<file path="config.mk">
export PLATFORM = sky130hd
export DESIGN_NAME = rd_pipeline_tracker
export DESIGN_NICKNAME = d
export VERILOG_FILES = /design/src/rtl/core101_pkg.sv /design/src/rtl/rd_slot_reg.sv /design/src/rtl/rd_pipeline_tracker.sv
export SDC_FILE = /design/constraint.sdc
export NUM_CORES = 1
export LEC_CHECK = 0
export ABC_AREA = 0
export CAP_MARGIN = 25
export CORE_MARGIN = 2
export CORE_UTILIZATION = 40
export CTS_CLUSTER_DIAMETER = 120
export CTS_CLUSTER_SIZE = 20
export DETAILED_ROUTE_END_ITERATION = 8
export DONT_BUFFER_PORTS = 1
export PLACE_DENSITY = 0.59
export SLEW_MARGIN = 20
export SYNTH_ARGS = -nofsm -noshare
export SYNTH_HDL_FRONTEND = slang
export SYNTH_HIERARCHICAL = 1
export SYNTH_SLANG_ARGS = --single-unit
</file>
<file path="constraint.sdc">
create_clock -name clock_in -period 1.06 [get_ports clock_in]
set_clock_uncertainty 0.05 [all_clocks]
set_input_delay 0.212 -clock clock_in [delete_from_list [all_inputs] [get_ports clock_in]]
set_output_delay 0.212 -clock clock_in [all_outputs]
set_load 0.1 [all_outputs]
</file>
<file path="src/rtl/core101_pkg.sv">
//------------------------------------------------------------------------------
// Module      : core101_pkg
// Description : Shared register-address constants and pipeline slot type.
// Revision    : 1.0 - initial release
//------------------------------------------------------------------------------
`default_nettype none

package core101_pkg;

  localparam int                    REG_ADDR_W = 5;
  localparam logic [REG_ADDR_W-1:0] REG_ZERO   = 5'd0;

  typedef struct packed {
    logic                  valid;
    logic                  wb_en;
    logic                  is_load;
    logic [REG_ADDR_W-1:0] rd;
  } rd_slot_t;

  // Address a slot presents to forwarding; x0 and non-writers read as zero.
  function automatic logic [REG_ADDR_W-1:0] slot_fwd_rd(input rd_slot_t s);
    return (s.valid && s.wb_en) ? s.rd : REG_ZERO;
  endfunction

endpackage

`default_nettype wire

</file>
<file path="src/rtl/rd_slot_reg.sv">
//------------------------------------------------------------------------------
// Module      : rd_slot_reg
// Description : One destination-register pipeline slot with load/bubble/hold.
// Revision    : 1.0 - initial release
//------------------------------------------------------------------------------
`default_nettype none

module rd_slot_reg
  import core101_pkg::*;
(
  input  logic     clock_in,
  input  logic     reset_in,
  input  logic     load_in,
  input  logic     bubble_in,
  input  rd_slot_t d_in,
  output rd_slot_t q_out
);

  rd_slot_t r_slot;

  // Bubble wins over load; neither asserted means the slot holds.
  always_ff @(posedge clock_in) begin
    if (reset_in) begin
      r_slot <= '0;
    end else if (bubble_in) begin
      r_slot <= '0;
    end else if (load_in) begin
      r_slot <= d_in;
    end
  end

  assign q_out = r_slot;

endmodule

`default_nettype wire

</file>
<file path="src/rtl/rd_pipeline_tracker.sv">
//------------------------------------------------------------------------------
// Module      : rd_pipeline_tracker
// Description : Tracks ID->IS->EX->WB destination registers for forwarding and
//               raises load-use stalls (enabled by CORE101_LOAD_USE_STALL_EN).
// Revision    : 1.0 - initial release
//------------------------------------------------------------------------------
`default_nettype none

module rd_pipeline_tracker
  import core101_pkg::*;
#(
  parameter int STALL_CNT_W = 16
) (
  input  logic                   clock_in,
  input  logic                   reset_in,
  input  logic                   id_valid_in,
  input  logic [REG_ADDR_W-1:0]  id_rd_addr_in,
  input  logic                   id_wb_en_in,
  input  logic                   id_is_load_in,
  input  logic [REG_ADDR_W-1:0]  id_rs1_addr_in,
  input  logic [REG_ADDR_W-1:0]  id_rs2_addr_in,
  input  logic                   id_rs1_used_in,
  input  logic                   id_rs2_used_in,
  input  logic                   hold_in,
  input  logic                   flush_in,
  output logic [REG_ADDR_W-1:0]  rd1_addr_out,
  output logic [REG_ADDR_W-1:0]  rd2_addr_out,
  output logic [REG_ADDR_W-1:0]  rd3_addr_out,
  output logic                   stall_out,
  output logic [STALL_CNT_W-1:0] stall_cnt_out
);

  rd_slot_t w_id_slot;
  rd_slot_t w_is_slot;
  rd_slot_t w_ex_slot;
  rd_slot_t w_wb_slot;
  logic     w_stall;

  logic w_is_load, w_is_bubble;
  logic w_ex_load, w_ex_bubble;
  logic w_wb_load;

  // stall is already masked by flush/hold, so only flush needs to outrank it.
  assign w_is_bubble = flush_in | w_stall;
  assign w_is_load   = ~flush_in & ~hold_in & ~w_stall;
  assign w_ex_bubble = flush_in;
  assign w_ex_load   = ~hold_in;
  assign w_wb_load   = flush_in | ~hold_in;

  assign w_id_slot.valid = id_valid_in;
  assign w_id_slot.wb_en = id_wb_en_in;
  assign w_id_slot.rd    = id_rd_addr_in;

  rd_slot_reg u_is_slot (
    .clock_in  (clock_in),
    .reset_in  (reset_in),
    .load_in   (w_is_load),
    .bubble_in (w_is_bubble),
    .d_in      (w_id_slot),
    .q_out     (w_is_slot)
  );

  rd_slot_reg u_ex_slot (
    .clock_in  (clock_in),
    .reset_in  (reset_in),
    .load_in   (w_ex_load),
    .bubble_in (w_ex_bubble),
    .d_in      (w_is_slot),
    .q_out     (w_ex_slot)
  );

  rd_slot_reg u_wb_slot (
    .clock_in  (clock_in),
    .reset_in  (reset_in),
    .load_in   (w_wb_load),
    .bubble_in (1'b0),
    .d_in      (w_ex_slot),
    .q_out     (w_wb_slot)
  );

  assign rd1_addr_out = slot_fwd_rd(w_is_slot);
  assign rd2_addr_out = slot_fwd_rd(w_ex_slot);
  assign rd3_addr_out = slot_fwd_rd(w_wb_slot);

  // WB never gates a stall, so its load flag is informational only.
  logic w_unused_wb_load;
  assign w_unused_wb_load = w_wb_slot.is_load;

`ifdef CORE101_LOAD_USE_STALL_EN

  logic                   w_is_hit;
  logic                   w_ex_hit;
  logic                   w_hazard;
  logic [STALL_CNT_W-1:0] r_stall_cnt;

  assign w_id_slot.is_load = id_is_load_in;

  // A load result only becomes forwardable from WB, so IS and EX loads block.
  assign w_is_hit = w_is_slot.valid && w_is_slot.wb_en && w_is_slot.is_load &&
                    (w_is_slot.rd != REG_ZERO) &&
                    ((id_rs1_used_in && (id_rs1_addr_in == w_is_slot.rd)) ||
                     (id_rs2_used_in && (id_rs2_addr_in == w_is_slot.rd)));

  assign w_ex_hit = w_ex_slot.valid && w_ex_slot.wb_en && w_ex_slot.is_load &&
                    (w_ex_slot.rd != REG_ZERO) &&
                    ((id_rs1_used_in && (id_rs1_addr_in == w_ex_slot.rd)) ||
                     (id_rs2_used_in && (id_rs2_addr_in == w_ex_slot.rd)));

  assign w_hazard = id_valid_in && (w_is_hit || w_ex_hit);
  assign w_stall  = w_hazard && !flush_in && !hold_in;

  always_ff @(posedge clock_in) begin
    if (reset_in) begin
      r_stall_cnt <= '0;
    end else if (w_stall && (r_stall_cnt != {STALL_CNT_W{1'b1}})) begin
      r_stall_cnt <= r_stall_cnt + STALL_CNT_W'(1);
    end
  end

  assign stall_out     = w_stall;
  assign stall_cnt_out = r_stall_cnt;

`else

  logic w_unused_hazard_inputs;

  assign w_id_slot.is_load = 1'b0;
  assign w_stall           = 1'b0;
  assign stall_out         = 1'b0;
  assign stall_cnt_out     = '0;

  assign w_unused_hazard_inputs = ^{id_is_load_in, id_rs1_addr_in, id_rs2_addr_in,
                                    id_rs1_used_in, id_rs2_used_in,
                                    w_is_slot.is_load, w_ex_slot.is_load};

`endif

endmodule

`default_nettype wire

</file>
==> flow_summary.yaml <==
setup_path:
  crit_family: "flip-flops"
  cp-start-kind: "flip-flop"
  cp-end-kind: "primary output"
  slowest_stage: "dfxtp_4"
  cp.required_ps: 800
  cp.arrival_ps: 1080
  cpPeakStageDelay_ps: 390
  cp_cell_sequence: "and3_4"
  critPathKind: "reg2out"
  crit_buf_inv: 0
  path_max_fanout: 6
clocking:
  ctsRootBufferMaster: "clkbuf_4"
  cts.sinks: 21
  cts_buffers: 3
  cts_max_path_buffers: 2
  hold_buffers: 0
  tritoncts: "built"
  clock_latency_ps: 300
  path_clk_slew_ps: 120
  cts_max_level: 1
route:
  drt_iter0_drc: 5
  drt-total-wl_microns: 1869
  detail-route-antenna-nets: 0
  dr_total_vias: 723
  first_pass_iters: 3
  wl_per_cell_microns: 11.68
  drt-vias-per-instance: 4.519
  drcViolationCount: 0
sta:
  period_minus_slack_ps: 1337
  layout_setup_ws_ps: -277.4
  finalCritPeriodShare: 1.262
  setup_violations: 15
  drv_slew: 0
  rsz0062_at_grt: "true"
  tns_ps: -3942
  maxClockFrequency_ghz: 0.7477
  finalHoldViolCount: 0
place:
  gp_congestion: 0.7271
  dp_hpwl_microns: 1492
  placedCellCount: 155
  pre_cts_ws_ps: -20.09
  place.port_buffers: 0
layout:
  multi_input_area_sq_um: 543.0
  antenna_cells: 0
  seqCellArea_sq_um: 447.9
  nFillCells: 228
  syn_to_final_growth_pct: 37.04
  fin_cells: 160
  post-route-util: 0.5714
  nets: 155
  drive_gt1_frac: 0.4077
synthesis:
  avgSynthCellArea_sq_um: 9.477
  synth_cells: 108
  synth_area_sq_um: 1023
  yosys_warnings: 6
pwr:
  p_per_area_nw_per_um2: 1077
  internal_power_uw: 961.5
  sw_frac_of_total: 0.3637
  power_switching_uw: 549.6
  power_uw: 1511
  p_leak_uw: 0.0006310
  seq_power_share: 0.523
  peakVddDrop_mv: 0.7170
  power_frac_clock: 0.252
  p_comb_frac: 0.225
hold_path:
  min_path_type: "in2reg"
floorplan:
  num_rows: 18
  die_w_microns: 54.59
  fp.coreArea_sq_um: 2455
  start_util: 0.4169
  die_h_microns: 54.59
  dieArea_sq_um: 2980
  io_pins: 56
global_route:
  antenna_found_initial: 0
  grt_usage: 0.1480
  first_global_vias: 733
  grt-ovfl-total: 0
  grt_pass1_wl_microns: 3139
  grt_max_degree: 13
job:
  drv_cap: 0
run_status:
  status: "complete, but fails checks"
  violations: "negative setup slack"
[what timing repair did]
action	in CTS	in global routing
pin swaps	5	5
buffers inserted	1	0
gates resized for setup	24	2
setup endpoints to repair	15	15
[power groups by stage]
stage / Sequential [uW] / Combinational [uW] / Clock (uW)
floorplan: 819 / 387 / 0
global placement: 820 / 335 / 0
detailed placement: 821 / 338 / 0
CTS: 795 / 340 / 387
global route: 792 / 354 / 438
finish: 790 / 340 / 381
[metrics by stage]
step | cell area (sq um) | hold WS (ps)
final | 1403 | 2.436
after global routing | 1403 | 1.318
after CTS | 1398 | 1.249
after detailed placement | 1303 | 318.7
after global placement | 1303 | 311.7
after floorplan | 1114 | 309.2
[worst paths after layout]
path,to,start,cells past startpoint,slack [ps]
setup / recovery,rd3_addr_out[1],u_wb_slot/q_out[6],1,-280
hold / removal,u_is_slot/q_out[7],id_valid_in,2,2
hold reg to reg,u_wb_slot/q_out[3],u_wb_slot/q_out[3],2,460
setup reg to reg,u_ex_slot/q_out[7],u_is_slot/q_out[7],4,90
[layout by cell type (no fill, tap or decap)]
cell and instances:
buf_12 13, inv_1 1, dfxtp_4 6, dfxtp_1 11, and3_2 3, conb_1 18
clkinv_2 1, nor2_1 22, buf_4 11, clkbuf_4 3, dfxtp_2 4, and3_4 12
nand2b_1 1, mux2i_1 21, or2_1 3
[state kept, by name (all words and copies together), names as in the netlist]
signal           flops
u_is_slot/q_out      7
u_wb_slot/q_out      7
u_ex_slot/q_out      7
[area by class of cell]
cell class                 instances  share of cell area
inverter                           1            0.002676
sequential                        21              0.3194
clock buffer                       3             0.01606
timing repair buffer              24              0.2444
clock inverter                     1            0.003568
tap                               30             0.02676
multi-input combinational         80              0.3872
[metal layers]
metal	vias to the layer above	GRT usage	wire, microns
met5	-	0	0
met4	0	0.06250	12
met3	2	0.03005	96
met2	21	0.2639	979
met1	333	0.1689	780
li1	367	-	-
Note: power is estimated with default switching activity, not from simulation.
